### src/rtl/rr_arbiter8.sv
// Eight-way round-robin arbiter with grant hold, programmable hold timeout and
// binary grant index for direct datapath mux select.
// The owner-release input is named rel because release is a reserved word.
module rr_arbiter8 #(
  parameter int MAX_HOLD = 16,
  parameter int CNT_W    = 5
) (
  input  logic       clk,
  input  logic       rst_n,
  input  logic [7:0] req,
  input  logic       rel,
  output logic [7:0] gnt,
  output logic [2:0] gnt_idx,
  output logic       gnt_valid,
  output logic       timeout
);

  typedef enum logic [0:0] {
    IDLE  = 1'b0,
    GRANT = 1'b1
  } state_t;

  localparam bit             HOLD_EN   = (MAX_HOLD != 0);
  localparam logic [CNT_W-1:0] HOLD_LAST = HOLD_EN ? CNT_W'(MAX_HOLD - 1) : {CNT_W{1'b0}};

  state_t           state_r;
  logic [2:0]       ptr_r;
  logic [2:0]       owner_r;
  logic [CNT_W-1:0] hold_cnt_r;
  logic [7:0]       gnt_r;
  logic [2:0]       gnt_idx_r;
  logic             gnt_valid_r;
  logic             timeout_r;

  logic             pick_found_s;
  logic [2:0]       pick_idx_s;
  logic             hold_last_s;
  logic             exit_s;
  logic             exit_timeout_s;
  logic             cnt_sat_s;

  // First set bit of r searching p, p+1, ..., p+7 modulo 8; MSB flags a hit.
  function automatic logic [3:0] rr_pick(input logic [7:0] r, input logic [2:0] p);
    logic [3:0] res;
    logic [2:0] idx;
    res = 4'b0000;
    // Walk from the lowest priority up so the highest-priority hit is kept.
    for (int i = 7; i >= 0; i--) begin
      idx = p + 3'(i);
      res = r[idx] ? {1'b1, idx} : res;
    end
    return res;
  endfunction

  // Rotating-priority selection of the next owner.
  always_comb begin
    {pick_found_s, pick_idx_s} = rr_pick(req, ptr_r);
  end

  // Exit decision while granted: release beats implicit release beats timeout.
  always_comb begin
    hold_last_s    = HOLD_EN && (hold_cnt_r == HOLD_LAST);
    cnt_sat_s      = &hold_cnt_r;
    if (state_r == GRANT) begin
      exit_s         = rel || !req[owner_r] || hold_last_s;
      exit_timeout_s = !rel && req[owner_r] && hold_last_s;
    end else begin
      exit_s         = 1'b0;
      exit_timeout_s = 1'b0;
    end
  end

  // Arbiter state machine with registered outputs.
  always_ff @(posedge clk or negedge rst_n) begin
    if (!rst_n) begin
      state_r     <= IDLE;
      ptr_r       <= 3'd0;
      owner_r     <= 3'd0;
      hold_cnt_r  <= {CNT_W{1'b0}};
      gnt_r       <= 8'h00;
      gnt_idx_r   <= 3'd0;
      gnt_valid_r <= 1'b0;
      timeout_r   <= 1'b0;
    end else begin
      case (state_r)
        IDLE: begin
          timeout_r <= 1'b0;
          if (pick_found_s) begin
            state_r     <= GRANT;
            owner_r     <= pick_idx_s;
            hold_cnt_r  <= {CNT_W{1'b0}};
            gnt_r       <= 8'h01 << pick_idx_s;
            gnt_idx_r   <= pick_idx_s;
            gnt_valid_r <= 1'b1;
          end else begin
            gnt_r       <= 8'h00;
            gnt_idx_r   <= 3'd0;
            gnt_valid_r <= 1'b0;
          end
        end
        GRANT: begin
          if (exit_s) begin
            state_r     <= IDLE;
            ptr_r       <= owner_r + 3'd1;
            hold_cnt_r  <= {CNT_W{1'b0}};
            gnt_r       <= 8'h00;
            gnt_idx_r   <= 3'd0;
            gnt_valid_r <= 1'b0;
            timeout_r   <= exit_timeout_s;
          end else begin
            timeout_r <= 1'b0;
            // Saturate rather than wrap when the timeout is disabled.
            if (!cnt_sat_s) begin
              hold_cnt_r <= hold_cnt_r + CNT_W'(1);
            end else begin
              hold_cnt_r <= hold_cnt_r;
            end
          end
        end
        default: begin
          state_r     <= IDLE;
          gnt_r       <= 8'h00;
          gnt_idx_r   <= 3'd0;
          gnt_valid_r <= 1'b0;
          timeout_r   <= 1'b0;
        end
      endcase
    end
  end

  assign gnt       = gnt_r;
  assign gnt_idx   = gnt_idx_r;
  assign gnt_valid = gnt_valid_r;
  assign timeout   = timeout_r;

  rr_arbiter8_chk u_chk (
    .clk       (clk),
    .rst_n     (rst_n),
    .gnt       (gnt_r),
    .gnt_idx   (gnt_idx_r),
    .gnt_valid (gnt_valid_r),
    .timeout   (timeout_r)
  );

endmodule

// Output consistency properties for rr_arbiter8.
module rr_arbiter8_chk (
  input logic       clk,
  input logic       rst_n,
  input logic [7:0] gnt,
  input logic [2:0] gnt_idx,
  input logic       gnt_valid,
  input logic       timeout
);

  a_onehot: assert property (@(posedge clk) disable iff (!rst_n) $onehot0(gnt));
  a_valid:  assert property (@(posedge clk) disable iff (!rst_n) gnt_valid == (|gnt));
  a_idx:    assert property (@(posedge clk) disable iff (!rst_n)
                             gnt_valid |-> (gnt == (8'h01 << gnt_idx)));
  a_idle:   assert property (@(posedge clk) disable iff (!rst_n)
                             !gnt_valid |-> (gnt_idx == 3'd0));
  a_tmo:    assert property (@(posedge clk) disable iff (!rst_n) timeout |-> !gnt_valid);

endmodule

### config.mk
export PLATFORM = sky130hd
export DESIGN_NAME = rr_arbiter8
export DESIGN_NICKNAME = d
export VERILOG_FILES = /design/src/rtl/rr_arbiter8.sv
export SDC_FILE = /design/constraint.sdc
export NUM_CORES = 1
export LEC_CHECK = 0
export ABC_CLOCK_PERIOD_IN_PS = 4100
export CORE_MARGIN = 1
export CORE_UTILIZATION = 45
export CTS_BUF_LIST = sky130_fd_sc_hd__clkbuf_8
export CTS_CLUSTER_SIZE = 25
export DETAILED_ROUTE_END_ITERATION = 8
export GPL_ROUTABILITY_DRIVEN = 0
export PLACE_DENSITY = 0.66
export SLEW_MARGIN = 10
export SYNTH_ARGS = -nofsm -noshare
export SYNTH_HDL_FRONTEND = slang
export SYNTH_SLANG_ARGS = --single-unit
### constraint.sdc
create_clock -name clk -period 4.1 [get_ports clk]
set_input_delay 0.41 -clock clk [delete_from_list [all_inputs] [get_ports clk]]
set_output_delay 0.41 -clock clk [all_outputs]
set_load 0.01 [all_outputs]
==> key figures, run 1 <==
Synth
  – Synth warn: 0
  – Syn_area_per_cell: approximately 11 sq um
  – Post-synthesis cell type count: between 50 and 60
  – Post-synth net total: 232
  – Share of synthesized registers carrying an async set or reset: 1.000
  – Post-synthesis register bit count: 25
  – Synthesized instance count: 215
  – Post-Syn Area: roughly 2300 sq um
  – Sequential area share after synthesis: 0.2765
  – Top FF cell, synth: dfrtp_1
  – EDFF count, synth: 0

Route
  – DRC: 0
  – Drt initial violations: roughly 180
  – Routed Antenna Nets: 0
  – Drt pass-1 iters: 4
  – Routed len/inst: between 15 and 20 um
  – Drt total wl: 5283 um
  – Vias per cell: 6.100
  – Via Count: about 1800

CTS
  – Worst skew pair latency: between 200 and 300 ps
  – CTS tree: done
  – Worst-path clk slew: 80 ps
  – Root Buffer: clkbuf_8
  – H-tree depth: 1
  – CTS Buf Count: 3
  – Post-CTS sizing: 0
  – Post-CTS setup buffers: 0
  – # clock sinks: 25
  – # hold bufs at CTS: 0
  – Max clock buf depth: 2

Setup path
  – Worst R2R Setup Slack: 850 ps
  – Critical Path RT: roughly 4300 ps
  – CP endpoint kind: register
  – Critical Path Start Type: register
  – Crit path arrival time: roughly 3400 ps
  – Critical-path maximum fanout: 16
  – Crit path kind: register to register

Floorplanning
  – Die H: between 70 and 80 um
  – Rows: 25
  – Ports: 24
  – Die Area: ~5300 sq um
  – CORE AREA: ~4800 sq um
  – Starting Density: 0.4727
  – Die Wd: ~73 um

Power
  – PwrDens: 896.0 nW/um^2
  – Pint: ~1.2 mW
  – Worst IR drop on VDD: about 0.37 mV
  – Switching Fraction: 0.4777
  – Net switching power: between 1 and 1.5 mW
  – Tot Pwr: 2.301 mW
  – Reg power frac: 0.179
  – Clock group share of total power: 0.059
  – Comb pwr share: 0.762
  – LEAKAGE: ~1.1 nW

Final layout
  – Nets: 250
  – Fillers: roughly 400
  – Final cell count without fillers: roughly 300
  – Area of the multi-input gates: between 1500 and 2000 sq um
  – Fin area: between 2000 and 3000 sq um
  – Synth-to-layout area growth: 13.55%
  – Final core occ: 0.5367
  – Layout cells sized above 1: 0.1552
  – Ant diodes: 0
  – Register area: between 600 and 700 sq um

Placement
  – Post-DP Area: approximately 2500 sq um
  – Post-DP HPWL: 3905 um
  – Port Buffers: 23
  – Dpl cells: approximately 300
  – DP Worst Slack: between 800 and 900 ps

Timing
  – Final setup margin: 847.7 ps
  – Worst-margin pin slew: approximately 700 ps
  – Max-slew violations: 0
  – WHS: just under 500 ps
  – RSZ-0062 raised after global routing: false
  – Relative max-transition margin: 0.5346
  – Final setup fails: 0
  – Sum of negative setup slack: 0 ps
  – Fin crit period: roughly 3300 ps
  – Max Clock Skew: between 5 and 6 ps
  – Final Hold Viols: 0
  – Fin crit share: 0.7932
  – Maximum clock rate: a little over 300 MHz

Global route
  – Initial antenna violation count: 0
  – Met1 usage: 0.3307
  – Total gr overflow: 0
  – Largest net degree at the start of global routing: 27
  – Overall global routing resource usage: 0.2200
  – First-pass GRT wire length: ~9100 um
  – GR peak layer: met2
  – M3 GR Usage: 0.02210
  – Vias in the first global route: approximately 1800
  – Met2 Use GR: 0.3489

Run status
  – Status: finished, final reports clean

Hold path
  – Hold Path Class: register to register

Flow run
  – Number of max-cap violations: 0
## logic make-up (layout without fill, tap and decap cells)
family	count (synthesis)	count (layout)	share of synthesized area
AND/OR/NAND/NOR	55	55	0.1228
adder cells (fa/ha/maj)	6	6	0.03318
XOR/XNOR	4	4	0.02379
buffers and inverters	26	43	0.05807
multiplexers	40	40	0.2749
flip-flops	25	25	0.2765
AO/OA/AOI/OAI	59	59	0.2107
## flip-flops by register name, indices dropped and copies added, names as in the netlist
name and flops:
gnt 8, hold_cnt_r 5, gnt_idx 3, owner_r 3, ptr_r 3, gnt_valid 1, state_r 1, timeout 1
## layout make-up
| type | instances | share of cell area |
|---|---|---|
| Tap cell | 67 | 0.03264 |
| Clock inverter | 1 | 0.001461 |
| Inverter | 11 | 0.01607 |
| Sequential cell | 25 | 0.2435 |
| Clock buffer | 3 | 0.01607 |
| Timing Repair Buffer | 28 | 0.1042 |
| Multi-Input combinational cell | 164 | 0.5860 |
## layout by cell type, fill, tap and decap left out, types with 2 or more instances in the layout
master and count:
mux4_1 3, and3_1 3, a32o_1 8, nand3_1 4
mux4_2 13, a21boi_0 2, nand2_1 18, and2_1 3
mux2i_1 19, a22o_1 3, a211oi_1 2, nand2b_1 5
o21ai_0 12, ha_1 6, a22oi_1 2, xor2_1 2
a21o_1 3, inv_1 12, buf_4 5, clkdlybuf4s50_1 23
nand4_1 2, o221ai_1 2, clkbuf_8 3, a221oi_1 4
nor3_1 2, a21oi_1 9, dfrtp_1 25, mux2_2 4
nor2_1 13
## routing by layer
metal | wire length, um | vias up
met5 | 0 | -
met4 | 19 | 0
met3 | 251 | 2
met2 | 2590 | 43
met1 | 2422 | 915
li1 | - | 864
## cells in the mapped netlist (2+ instances only)
library cell	instances	area, sq um
dfrtp_1	25	625.6
nand3_1	4	20.02
nand4_1	2	12.51
a32o_1	8	80.08
a22oi_1	2	15.01
nor2_1	13	48.80
and2_1	3	18.77
nand2b_1	5	31.28
a21boi_0	2	15.01
o221ai_1	2	17.52
and3_1	3	18.77
a22o_1	3	26.28
a21oi_1	9	45.04
o21ai_0	12	60.06
ha_1	6	75.07
xor2_1	2	17.52
buf_2	5	25.02
mux4_2	13	292.8
mux4_1	3	78.83
clkbuf_1	4	15.01
nor3_1	2	10.01
inv_1	11	41.29
buf_4	3	22.52
mux2_2	4	45.04
mux2i_1	19	190.2
nand2_1	18	67.56
a221oi_1	4	35.03
a211oi_1	2	15.01
buf_6	2	22.52
a21o_1	3	22.52
## path summary, 6_finish.rpt
path                                  from             to  cells after the start
worst min-delay path            gnt_idx[2]     gnt_idx[2]                      1
worst max-delay path              ptr_r[1]         gnt[0]                      9
max in group asynchronous            rst_n         gnt[0]                      2
min in group asynchronous            rst_n  hold_cnt_r[2]                      2
worst min register to register  gnt_idx[2]     gnt_idx[2]                      1
worst max register to register    ptr_r[1]         gnt[0]                      9
## worst max-delay path, stage by stage (launching register included)
cell and delay (ps):
dfrtp_1 350, inv_1 130, ha_1 770, mux4_2 480
mux2_4 290, o32ai_2 210, nand3_2 120, o21ba_1 310
o211a_2 210, a32o_1 270
## power groups by stage
stage               combinational (mW)  sequential (mW)  clock, mW
floorplan                         1.39            0.413          0
global placement                  1.73            0.413          0
global route                      1.92            0.424      0.151
detailed placement                1.74            0.415          0
finish                            1.75            0.411      0.136
CTS                               1.74            0.411      0.144
Power figures use the tool's default switching activity.
==> inputs of run 2 (changes only) <==
- ABC_CLOCK_PERIOD_IN_PS: 4100 -> 3150
- clock period: 4.1 -> 3.15 ns (I/O delays scaled with it)
==> key figures, run 2 (synthesis gave the netlist of run 1 again) <==
Run status
  – Status: finished, final reports clean

Timing
  – Maximum clock rate: 349.1 MHz
  – Relative max-transition margin: 0.6005
  – Max Clock Skew: 7.907 ps
  – Fin crit period: 2865 ps
  – Final Hold Viols: 0
  – Sum of negative setup slack: 0 ps
  – Worst-margin pin slew: ~600 ps
  – Fin crit share: 0.9094
  – Final setup margin: ~290 ps
  – RSZ-0062 raised after global routing: false
  – WHS: between 300 and 400 ps
  – Max-slew violations: 0
  – Final setup fails: 0

Global route
  – Vias in the first global route: around 1800
  – Overall global routing resource usage: 0.2170
  – Initial antenna violation count: 0
  – First-pass GRT wire length: slightly below 9000 um
  – Largest net degree at the start of global routing: 27
  – Total gr overflow: 0

Setup path
  – CP max stage delay: 570 ps
  – CP most frequent cell: mux2i_1
  – Crit path max-delay cell type: o41a_2
  – Critical Path RT: approximately 3300 ps
  – CP endpoint kind: register
  – Critical Path Start Type: register
  – Worst R2R Setup Slack: about 290 ps
  – FF-to-FF path depth: 9
  – Reg-to-Reg Start: ptr_r[0]
  – RR Endpoint: owner_r[1]
  – Buffers and inverters on the worst path: 2
  – Critical-path cell list: inv_1, ha_1, buf_4, mux2i_1, mux2i_1, o221ai_2, nand3b_4, o41a_2, mux2_2
  – Crit-path leading delay family: compound AO/OA/AOI/OAI gates
  – Crit path kind: register to register
  – Critical-path maximum fanout: 15
  – Crit path arrival time: a little over 3000 ps

CTS
  – CTS tree: done
  – Worst-path clk slew: roughly 90 ps
  – Post-CTS setup buffers: 0
  – # hold bufs at CTS: 0
  – Worst skew pair latency: around 270 ps
  – Root Buffer: clkbuf_8
  – Max clock buf depth: 2
  – CTS Buf Count: 3
  – H-tree depth: 1
  – Post-CTS sizing: 0
  – # clock sinks: 25

Hold path
  – Hold Path Class: input pin to asynchronous set/reset pin

Final layout
  – Final cell count without fillers: 310
  – Layout cells sized above 1: 0.2058
  – Final core occ: 0.5563
  – Most common cell after layout, fill and taps aside: dfrtp_1
  – Fillers: approximately 430
  – Largest register FFs: 8
  – Fin area: 2663 sq um
  – Ant diodes: 0
  – Commonest non-fill, non-tap cells in the layout: 24 x dfrtp_1, 23 x clkdlybuf4s50_1, 19 x mux2i_1, 18 x nand2_1, 16 x buf_4
  – Nets: 261
  – Synth-to-layout area growth: 17.70%

Floorplanning
  – Die H: between 70 and 80 um
  – Ports: 24
  – Die Area: 5314 sq um
  – CORE AREA: 4786 sq um
  – Rows: 25
  – Starting Density: 0.4727
  – Die Wd: around 73 um

Power
  – Worst IR drop on VDD: around 0.66 mV
  – Switching Fraction: 0.4686
  – Comb pwr share: 0.761
  – Clock group share of total power: 0.063
  – Pint: 1.651 mW
  – PwrDens: 1167 nW/um^2
  – Net switching power: between 1 and 1.5 mW
  – Reg power frac: 0.176
  – LEAKAGE: 1.115 nW
  – Tot Pwr: 3.106 mW

Placement
  – Post-DP HPWL: around 4000 um
  – DP Worst Slack: ~210 ps
  – Post-DP Area: ~2600 sq um
  – Dpl cells: approximately 310
  – Port Buffers: 23

Route
  – Via Count: roughly 1800
  – DRC: 0
  – Drt total wl: between 5000 and 6000 um
  – Drt initial violations: ~130
  – Routed len/inst: roughly 16 um
  – Drt pass-1 iters: 4
  – Vias per cell: approximately 5.9
  – Routed Antenna Nets: 0

Flow run
  – Number of max-cap violations: 0
## run 2: changes by cell type in the layout (fill, tap and decap cells not counted), sizes merged
cell / previous run / this run
inv: 12 / 11
buf: 5 / 16
clkinvlp: 0 / 1
## run 2: cell type report
class                           count  area (sq um)  area share
Tap cell                           67         83.83     0.03149
Multi-Input combinational cell    164          1511      0.5677
Sequential cell                    25         626.9      0.2354
Clock inverter                      1         7.507    0.002820
Timing Repair Buffer               39         350.3      0.1316
Clock buffer                        3         41.29     0.01551
Inverter                           11         41.29     0.01551
## run 2: power groups by stage
| stage | Clock (mW) | Combinational [mW] | Sequential, mW |
|---|---|---|---|
| 2_1_floorplan | 0 | 1.84 | 0.540 |
| 3_3_place_gp | 0 | 2.34 | 0.554 |
| 3_5_place_dp | 0 | 2.35 | 0.556 |
| 4_1_cts | 0.200 | 2.36 | 0.550 |
| 5_1_grt | 0.210 | 2.60 | 0.564 |
| 6_report | 0.195 | 2.36 | 0.547 |
## run 2: how the worst max path moves through the flow
| stage | start | to | slack, ps | depth (start not counted) |
|---|---|---|---|---|
| 2_1_floorplan | ptr_r[1] | gnt[0] | 10 | 14 |
| 3_3_place_gp | req[3] | owner_r[1] | 240 | 7 |
| 3_5_place_dp | req[0] | owner_r[1] | 210 | 7 |
| 4_1_cts | ptr_r[0] | gnt[6] | 290 | 10 |
| 5_1_grt | ptr_r[0] | gnt[6] | 130 | 10 |
| 6_report | ptr_r[0] | owner_r[1] | 290 | 9 |
## run 2: per-layer routing
layer,vias to the layer above,global-route usage,wire [um]
li1,890,-,-
met1,900,0.3277,2463
met2,26,0.3437,2467
met3,2,0.02210,130
met4,0,0.03486,23
met5,-,0,0
==> inputs of run 3 (changes only) <==
- ABC_AREA: default -> 1
- PLACE_DENSITY: 0.66 -> 0.67
==> key figures, run 3 <==
Synth
  – Syn_area_per_cell: 7.198 sq um
  – Post-synthesis cell type count: 30
  – EDFF count, synth: 0
  – Share of synthesized registers carrying an async set or reset: 1.000
  – Yosys top cell area share: 0.3207
  – Top FF cell, synth: dfrtp_1
  – Dominant cell type by area after synthesis: dfrtp_1
  – Post-synthesis register bit count: 25
  – Sequential area share after synthesis: 0.3207
  – Synthesized instance count: 271
  – Post-Syn Area: ~2000 sq um
  – Largest cells by area after synthesis: dfrtp_1 32%, nand2_1 15%, nand3_1 9.0%
  – Post-synth net total: about 290
  – Post-synth top cells: 80 x nand2_1, 35 x nand3_1, 25 x dfrtp_1
  – Synth warn: 0
  – Most common cell in the netlist: nand2_1

CTS
  – Post-CTS sizing: 0
  – # clock sinks: 25
  – # hold bufs at CTS: 0
  – Worst skew pair latency: roughly 260 ps
  – Root Buffer: clkbuf_8
  – Max clock buf depth: 2
  – Worst-path clk slew: around 80 ps
  – CTS tree: done
  – H-tree depth: 1
  – Post-CTS setup buffers: 0
  – CTS Buf Count: 3

Final layout
  – Nets: 312
  – Synth-to-layout area growth: 15.01%
  – Largest register FFs: 8
  – Fillers: 399
  – Commonest non-fill, non-tap cells in the layout: 80 x nand2_1, 35 x nand3_1, 25 x dfrtp_1, 23 x clkdlybuf4s50_1, 22 x inv_1
  – Ant diodes: 0
  – Layout cells sized above 1: 0.2007
  – Most common cell after layout, fill and taps aside: nand2_1

Global route
  – Initial antenna violation count: 0
  – Overall global routing resource usage: 0.2189
  – Total gr overflow: 0
  – Largest net degree at the start of global routing: 26
  – Vias in the first global route: ~1700
  – First-pass GRT wire length: approximately 7500 um

Timing
  – Sum of negative setup slack: 0 ps
  – Max-slew violations: 0
  – Relative max-transition margin: 0.6986
  – Max Clock Skew: 3.688 ps
  – Final Hold Viols: 0
  – Fin crit share: 0.8624
  – Fin crit period: 2716 ps
  – RSZ-0062 raised after global routing: false
  – Worst-margin pin slew: around 450 ps
  – Maximum clock rate: 368.1 MHz
  – Final setup fails: 0

Floorplanning
  – Die Wd: between 60 and 70 um
  – Starting Density: 0.4773
  – Rows: 23
  – Die H: a little under 70 um
  – CORE AREA: 4086 sq um
  – Ports: 24
  – Die Area: roughly 4600 sq um

Setup path
  – CP max stage delay: around 560 ps
  – CP endpoint kind: register
  – Critical Path RT: 3300 ps
  – CP most frequent cell: inv_2
  – Crit path arrival time: 2870 ps
  – Crit path max-delay cell type: dfrtp_1
  – Critical Path Start Type: register
  – Critical-path maximum fanout: 12
  – Crit path kind: register to register
  – Critical-path cell list: inv_2, ha_1, inv_2, nand3_2, nand3_1, nand2_2, inv_2, nand2_1, nor3_2, inv_2, nand2_4, nor2_2, nand2_4, inv_2, nand3_1, nand2_1

Route
  – Routed Antenna Nets: 0
  – Vias per cell: 5.058
  – Drt initial violations: between 100 and 150
  – Via Count: around 1700
  – DRC: 0
  – Drt pass-1 iters: 4
  – Routed len/inst: about 13 um
  – Drt total wl: approximately 4400 um

Flow run
  – Number of max-cap violations: 0

Hold path
  – Hold Path Class: input pin to asynchronous set/reset pin

Run status
  – Status: finished, final reports clean

Placement
  – Post-DP HPWL: around 3500 um
  – Port Buffers: 23
run 3: cell count changes in the layout (fill, tap and decap cells not counted), moves of 8 or more:
cell	previous run	this run
nand2_1	18	80
nand3_1	4	35
mux2i_1	19	0
nand2_2	0	17
buf_4	16	1
mux4_2	13	0
inv_1	11	22
inv_2	0	11
nand3_2	1	12
a32o_1	8	0
run 3: metrics by stage:
step | std cells | setup slack [ps] | hold slack [ps] | instance area (sq um) | util
after floorplan | 271 | 956.5 | 19.41 | 1951 | -
after global placement | 340 | 516.4 | 463.3 | 2198 | 0.5380
after detailed placement | 340 | 465.0 | 464.9 | 2198 | 0.5380
after CTS | 344 | 446.0 | 411.0 | 2243 | 0.5490
after global routing | 344 | 208.0 | 433.2 | 2243 | 0.5490
final | 344 | 433.6 | 405.5 | 2243 | 0.5490
run 3: kinds of logic after synthesis:
group / share of synthesized area
DFF: 0.3207
adders and majority gates: 0.03849
xor gates and xnor gates: 0.01796
AOI/OAI and AO/OA: 0.09557
and+or+nand+nor: 0.4343
buffers and inverters: 0.09301
run 3: area by class of cell:
type / count / area [sq um] / share of cell area
Tap cell: 50 / 62.56 / 0.02789
Multi-Input combinational cell: 207 / 1144 / 0.5098
Inverter: 34 / 128.9 / 0.05745
Clock buffer: 3 / 41.29 / 0.01840
Timing Repair Buffer: 24 / 237.7 / 0.1060
Clock inverter: 1 / 3.754 / 0.001673
Sequential cell: 25 / 625.6 / 0.2789
run 3: layer usage:
layer | global-route usage | wire, um | vias up | share of wire
li1 | - | - | 918 | -
met1 | 0.3023 | 2241 | 788 | 0.51
met2 | 0.3663 | 2024 | 32 | 0.46
met3 | 0.02167 | 139 | 2 | 0.031
met4 | 0.05469 | 29 | 0 | 0.0065
met5 | 0 | 0 | - | 0
run 3: final timing paths:
| path | start | endpoint | slack, ps | cells past startpoint |
|---|---|---|---|---|
| max in group asynchronous | rst_n | gnt[3] | 2500 | 2 |
| setup reg to reg | ptr_r[0] | gnt[1] | 430 | 16 |
| hold reg to reg | gnt[0] | gnt[0] | 480 | 2 |
| min in group clk | gnt[0] | gnt[0] | 480 | 2 |
| setup / recovery | ptr_r[0] | gnt[1] | 430 | 16 |
| hold / removal | rst_n | timeout | 410 | 2 |
run 3: critical path, delay by kind of cell (launching register included):
| family | cells | cell delay (ps) |
|---|---|---|
| adders and majority gates | 1 | 460 |
| DFF | 1 | 560 |
| and+or+nand+nor | 10 | 1010 |
| buffers and inverters | 5 | 580 |
Power of run 3 is left out: the tool's default activity adds up to more than one toggle a clock period on the data nets, which glitch-free logic cannot reach.
